<file path="config.mk">
export PLATFORM = sky130hd
export DESIGN_NAME = branch_predictor
export DESIGN_NICKNAME = d
export VERILOG_FILES = /design/src/rtl/bp_pkg.sv /design/src/rtl/branch_history_table.sv /design/src/rtl/branch_predictor.sv
export SDC_FILE = /design/constraint.sdc
export NUM_CORES = 1
export LEC_CHECK = 0
export BUFFER_PORTS_ARGS = -buffer_cell sky130_fd_sc_hd__buf_2
export CAP_MARGIN = 20
export CELL_PAD_IN_SITES_DETAIL_PLACEMENT = 1
export CELL_PAD_IN_SITES_GLOBAL_PLACEMENT = 1
export CORE_UTILIZATION = 36
export DETAILED_ROUTE_END_ITERATION = 10
export PLACE_DENSITY = 0.79
export SYNTH_ARGS = -nofsm -noshare
export SYNTH_HDL_FRONTEND = slang
export SYNTH_SLANG_ARGS = --single-unit
</file>
<file path="constraint.sdc">
create_clock -name clk -period 4.5 [get_ports clk]
set_input_delay 0.9 -clock clk [delete_from_list [all_inputs] [get_ports clk]]
set_output_delay 0.9 -clock clk [all_outputs]
set_load 0.03 [all_outputs]
</file>
<file path="src/rtl/bp_pkg.sv">
// Shared definitions for the branch predictor.
//   ctr_t       : 2-bit saturating branch-history counter encoding
//   CTR_RESET   : value every history entry takes on reset
//   ctr_next()  : saturating step toward taken (dir=1) or not-taken (dir=0)
package bp_pkg;

    typedef enum logic [1:0] {
        SNT = 2'd0,
        WNT = 2'd1,
        WT  = 2'd2,
        ST  = 2'd3
    } ctr_t;

    localparam ctr_t CTR_RESET = WNT;

    function automatic ctr_t ctr_next(input ctr_t c, input logic dir);
        logic [1:0] v;
        v = c;
        if (dir && v != 2'd3) begin
            v = v + 2'd1;
        end else if (!dir && v != 2'd0) begin
            v = v - 2'd1;
        end
        return ctr_t'(v);
    endfunction

endpackage

</file>
<file path="src/rtl/branch_history_table.sv">
// Array of 2-bit saturating counters indexed by PC bits.
// Ports:
//   clk, rst          : clock, synchronous active-high reset (all entries -> WNT)
//   rd_idx / rd_ctr   : combinational read port
//   upd_en, upd_idx,
//   upd_dir           : synchronous update, dir=1 steps toward taken
module branch_history_table
    import bp_pkg::*;
#(
    parameter int unsigned entries = 16,
    localparam int unsigned iw = $clog2(entries)
) (
    input  logic          clk,
    input  logic          rst,
    input  logic [iw-1:0] rd_idx,
    output ctr_t          rd_ctr,
    input  logic          upd_en,
    input  logic [iw-1:0] upd_idx,
    input  logic          upd_dir
);

    ctr_t table_q [entries];

    // No bypass: a same-cycle update is visible only after the edge.
    assign rd_ctr = table_q[rd_idx];

    always_ff @(posedge clk) begin
        if (rst) begin
            for (int unsigned i = 0; i < entries; i++) begin
                table_q[i] <= CTR_RESET;
            end
        end else if (upd_en) begin
            table_q[upd_idx] <= ctr_next(table_q[upd_idx], upd_dir);
        end
    end

endmodule

</file>
<file path="src/rtl/branch_predictor.sv">
// Branch prediction and resolution unit for the 5-stage pipeline.
// Predicts for the IF-stage PC from the history table and resolves BEQ/BNE
// in ID from the operand-equality bit; a mispredict raises a registered
// one-cycle flush with the corrected fetch PC and trains the table.
// Ports:
//   clk, rst                  : clock, synchronous active-high reset
//   if_pc / pred_taken        : IF PC and its combinational prediction
//   id_valid, id_stall        : ID instruction valid / ID held by hazard
//   id_is_beq, id_is_bne      : branch type (both set = not a branch)
//   id_equal                  : ID operand-equality result
//   id_pred_taken             : prediction carried with the ID instruction
//   id_pc, id_target,
//   id_pc_plus4               : branch PC, taken target, fall-through
//   flush, redirect_pc        : one-cycle squash pulse and fetch PC
//   branch_count,
//   mispredict_count          : saturating statistics
module branch_predictor
    import bp_pkg::*;
#(
    parameter int unsigned width     = 32,
    parameter int unsigned entries   = 16,
    parameter int unsigned cnt_width = 16
) (
    input  logic                 clk,
    input  logic                 rst,
    input  logic [width-1:0]     if_pc,
    output logic                 pred_taken,
    input  logic                 id_valid,
    input  logic                 id_stall,
    input  logic                 id_is_beq,
    input  logic                 id_is_bne,
    input  logic                 id_equal,
    input  logic                 id_pred_taken,
    input  logic [width-1:0]     id_pc,
    input  logic [width-1:0]     id_target,
    input  logic [width-1:0]     id_pc_plus4,
    output logic                 flush,
    output logic [width-1:0]     redirect_pc,
    output logic [cnt_width-1:0] branch_count,
    output logic [cnt_width-1:0] mispredict_count
);

    localparam int unsigned iw = $clog2(entries);
    localparam logic [cnt_width-1:0] cnt_one = {{(cnt_width-1){1'b0}}, 1'b1};

    ctr_t          if_ctr;
    logic [iw-1:0] if_idx;
    logic [iw-1:0] id_idx;
    logic          resolve;
    logic          taken;
    logic          mispredict;

    assign if_idx = if_pc[iw+1:2];
    assign id_idx = id_pc[iw+1:2];

    // While flush is high the ID slot holds a wrong-path instruction.
    assign resolve    = id_valid & ~id_stall & ~flush & (id_is_beq ^ id_is_bne);
    assign taken      = (id_is_beq & id_equal) | (id_is_bne & ~id_equal);
    assign mispredict = taken ^ id_pred_taken;

    assign pred_taken = if_ctr[1];

    branch_history_table #(
        .entries (entries)
    ) u_bht (
        .clk     (clk),
        .rst     (rst),
        .rd_idx  (if_idx),
        .rd_ctr  (if_ctr),
        .upd_en  (resolve),
        .upd_idx (id_idx),
        .upd_dir (taken)
    );

    always_ff @(posedge clk) begin
        if (rst) begin
            flush            <= 1'b0;
            redirect_pc      <= '0;
            branch_count     <= '0;
            mispredict_count <= '0;
        end else begin
            flush <= resolve & mispredict;
            if (resolve & mispredict) begin
                redirect_pc <= taken ? id_target : id_pc_plus4;
            end
            if (resolve && branch_count != '1) begin
                branch_count <= branch_count + cnt_one;
            end
            if (resolve && mispredict && mispredict_count != '1) begin
                mispredict_count <= mispredict_count + cnt_one;
            end
        end
    end

    logic unused_bits;
    assign unused_bits = ^{if_pc[width-1:iw+2], if_pc[1:0],
                           id_pc[width-1:iw+2], id_pc[1:0], if_ctr[0]};

endmodule

</file>
# ---- Word-level counts from Yosys, hierarchy flattened
# Memory sizes are Yosys's and may differ from the RTL's.
# Index checks and enable logic that the tools add are counted.
dict set report totals {
  register_bits 65
  latchBits 0
  ramBits 32
  rom_bits 0
  inputBits 136
  memories 1
}
dict set report classes {
  addsub 4
  n_mul 0
  div 0
  magnitude_cmp 0
  eq_ne 3
  shifts 0
  mux 13
  bitwise 12
  n_reduce_logical 8
}
# memory depth word_bits rd rd_ports_with_merged_regs write_ports line
set mem_list {}
lappend mem_list {u_bht.table_q 16 2 2 0 16 branch_history_table.sv:22} ;# ctr_t table_q [entries];
# op count
set ops {}
lappend ops {{16-bit by 1-bit adder with 16-bit output (second input constant)} 2}
lappend ops {{32-bit 2-to-1 mux} 1}
lappend ops {{16-bit inequality test (second input constant)} 2}
lappend ops {{2-bit 2-to-1 mux} 5}
lappend ops {{1-bit AND} 6}
lappend ops {{1-bit 2-to-1 mux} 6}
lappend ops {{1-bit logical AND} 5}
lappend ops {{4-bit 2-to-1 mux} 1}
lappend ops {{1-bit inverter} 3}
lappend ops {{2-bit by 1-bit adder with 2-bit output (second input constant)} 1}
lappend ops {{2-bit inequality test (second input constant)} 1}
lappend ops {{2-bit nonzero test} 1}
lappend ops {{2-bit OR reduction} 1}
lappend ops {{2-bit by 1-bit subtractor with 2-bit output (second input constant)} 1}
lappend ops {{1-bit XOR} 2}
lappend ops {{1-bit zero test} 1}
lappend ops {{1-bit OR} 1}

# ---- Longest topological paths before layout
dict set report depth {
  word_depth 10
  ltp_mapped 14
  ltp_nobuf 11
}

# ---- By module
# A second synthesis with hierarchy kept.
dict set report unflattened {
  hier_cells 519
  hier_area_um2 5278.8
}
# mod n_inst cells_per_inst area_each_um2
set by_module_without_submodules {}
lappend by_module_without_submodules {branch_predictor 1 346 3168.0}
lappend by_module_without_submodules {branch_history_table 1 173 2110.8}

# ---- Worst setup path before layout
# No wires, ideal clock.
dict set report synth_timing {
  path_type {input to register}
  start {input id_pc[3]}
  end {memory u_bht.table_q[10][1] in the netlist's numbering (data pin)}
  setup_ps 141
  arrival_ps 3886
  t_required_ps 4359
  path_slack_ps 473
  cell_stages 12
  path_buffers 3
  path_cell_list {clkbuf_1 -> buf_2 -> mux4_2 -> mux4_2 -> inv_1 -> ha_1 -> nor2b_1 -> mux2_2 -> or3_1 -> o211a_1 -> clkbuf_1 -> nor2_1}
}
# item line
set synth_rtl {}
lappend synth_rtl {{start, declared} branch_predictor.sv:34} ;# input logic [width-1:0] id_pc,
lappend synth_rtl {{end, declared} branch_history_table.sv:22}

==> results.cfg <==
[run_status]
status = finished, final reports clean

[clock_network]
clockRootBuffer = clkbuf_16
cts_hold_buf = 0
clock_path_buffers = 2
insertion_delay_ns = 0.35
cts_num_sinks = 97
post-cts-setup-buffers = 0
ctsResizeCount = 0
cts_tree = yes
htreeDepth = 3
cts_made_buffers = 9
clk_pin_slew_ns = 0.07

[sta]
fin_setup_tns_ns = 0
finalCriticalPeriod_ns = 3.75
maxSlewViolCount = 0
timing.fmax_mhz = 266
final.setup_skew_ns = 0.00699
finalHoldViolCount = 0
fin_crit_sh_pct = 83.4
grt_setup_unrepaired = false
worstMarginPinSlew_ns = 1.04
max_slew_margin_pct = 30.2
setup_violations = 0

[logic_synthesis]
synth_top_family_by_area = simple AND/OR/NAND/NOR gates
synth_edf_count = 32
ys_types = 43
synth_top_flop_cell = dfxtp_1
synth.area.mux_share_pct = 14.9
ys_ff_latch = 97
synth_simple_gate_area_share_pct = 22.2
syn_area_um2 = 4920
synth.avg_cell_area_um2 = 9.93
synth-seq-area-share_pct = 45.9
syn_inst = 496
synth-xor-area-share_pct = 3.20
synth_compound_area_share_pct = 9.40
ys_warn_count = 0
yosys.area_share.adder_pct = 1.02
synth_nets = 636
synthArstFlopShare_pct = 0

[layout]
layout_common_cells = 145 x buf_2, 75 x nor2_1, 65 x dfxtp_1
fillerInstances = 1546
multi_input_area_um2 = 2520
fin_cells = 806
nets = 766
final_util_pct = 46.1
seqCellArea_um2 = 2260
syn2layout_area_growth_pct = 24.5
layout_commonest_cell = buf_2
antenna_cells = 0
final_area_um2 = 6130
post_route_cells_drive_above_1_share_pct = 30.0

[pwr]
vdd_drop_max_mv = 0.214
p_leak_nw = 2.53
power_w = 0.00207
power.density_nw_per_um2 = 338

[floorplanning]
num_rows = 42
initial_utilization_pct = 37.0
core_um2 = 13300
die_width_um = 119
die_y_um = 119
dieArea_um2 = 14100
io_pins = 202

[critical_path]
r2r_end = u_bht.table_q[3][1]
reg2reg_slack_ns = 1.34
critical-path-slowest-cell = mux4_2
worstPathMaxFanout = 16
cp-startpoint = id_pc[3]
cp-endpoint = u_bht.table_q[3][1]
critPathCaptureType = flip-flop
worst_ep_required_time_ns = 4.69
crit_chain = buf_2, mux4_2, mux4_2, inv_1, ha_1, nor2b_1, mux2_2, or3_1, o211a_1, nor2_1
worst_path_most_repeated_cell = mux4_2
start_kind = primary input
critical_path_class = in -> reg
r2r_cells = 9
worstReg2RegStart = u_bht.table_q[13][0]
max_stage_delay_ns = 0.58
cp.arrival_ns = 3.95

[grt]
grt_usage_pct = 19.9
grt_pass1_vias = 4533
grt_max_degree = 85
antenna_found_initial = 0
grt_overflow = 0
grt_pass1_wl_mm = 22.3

[placement]
place_congestion = 0.823
portBuffers = 145
place_inst = 791
hpwl_mm = 10.1
placed_area_um2 = 5800

[worst_hold_path]
min-delay-start = redirect_pc[2]
worstHoldPathType = reg -> reg

[routing]
wl_per_cell_um = 17.0
first_iter_violations = 183
via_count = 4280
final_antenna_net_count = 0
routed_wl_mm = 13.7
drcViolationCount = 0
firstDrtPassIters = 4
via_per_inst = 5.31

[job]
cap_viol_max_count = 0
state kept, by name, indices dropped and copies added, names as in the netlist:
signal,count
branch_count,16
u_bht.table_q,32
redirect_pc,32
flush,1
mispredict_count,16
layer usage:
metal,global-route usage (%),part of all wire [%]
met1,23.2,43
met2,35.9,52
met3,3.30,3.1
met4,8.54,2.3
met5,0,0
logic make-up after synthesis:
group	count (synthesis)
xor gates and xnor gates	18
adders and majority gates	4
AOI/OAI and AO/OA	67
muxes	58
buffers and inverters	39
DFF	97
and+or+nand+nor	213
critical path, delay by kind of cell:
| family | cells | cell delay [ns] |
|---|---|---|
| fa+ha+maj | 1 | 0.26 |
| mux | 3 | 1.36 |
| buf+inv | 2 | 0.41 |
| simple gates | 3 | 0.66 |
| compound gates | 1 | 0.35 |
worst min-delay path by stage:
stage	cells past startpoint	endpoint	slack, ns
6_report	2	redirect_pc[2]	0.50
5_1_grt	2	redirect_pc[21]	0.53
4_1_cts	2	redirect_pc[27]	0.50
3_5_place_dp	2	redirect_pc[13]	0.49
3_3_place_gp	2	branch_count[9]	0.48
2_1_floorplan	2	branch_count[9]	0.61
synthesized netlist by cell type (5+ instances only):
cell / instances / area, um^2
nand3_1: 30 / 150
and4_1: 7 / 61.3
or4_1: 5 / 37.5
nor2_1: 76 / 285
clkbuf_1: 21 / 78.8
or3_1: 7 / 43.8
xnor2_1: 5 / 43.8
a21oi_1: 12 / 60.1
o21ai_0: 8 / 40.0
mux4_2: 12 / 270
nand2b_1: 15 / 93.8
inv_1: 8 / 30.0
xor2_1: 13 / 114
nor2b_1: 8 / 50.1
nand2_1: 22 / 82.6
mux2i_1: 42 / 420
buf_2: 5 / 25.0
nand4_1: 13 / 81.3
and3_1: 12 / 75.1
edfxtp_1: 32 / 961
nor3_1: 5 / 25.0
dfxtp_1: 65 / 1300
a211oi_1: 33 / 248
power by group:
group	switching, W	total (W)	leakage, nW	internal [W]
Clock	0.000325	0.000861	0.164	0.000536
Sequential	0.0000130	0.000938	0.807	0.000925
Combinational	0.000168	0.000271	1.55	0.000103
Total	0.000506	0.00207	2.53	0.00156
layout make-up:
cell class | instances | area share [%]
well taps | 176 | 3.59
flip-flops and latches | 97 | 36.9
repair buffers | 150 | 12.5
inverters | 8 | 0.490
multi-input cells | 360 | 41.1
clock inverters | 2 | 0.980
clock buffers | 13 | 4.45
metrics by stage:
stage / worst slack (ns) / hold slack [ns]
3_3_place_gp: 0.482 / 0.477
2_1_floorplan: 0.473 / 0.610
5_1_grt: 0.557 / 0.527
3_5_place_dp: 0.360 / 0.493
4_1_cts: 0.724 / 0.502
6_report: 0.745 / 0.499
Note: power is estimated with default switching activity, not from simulation.
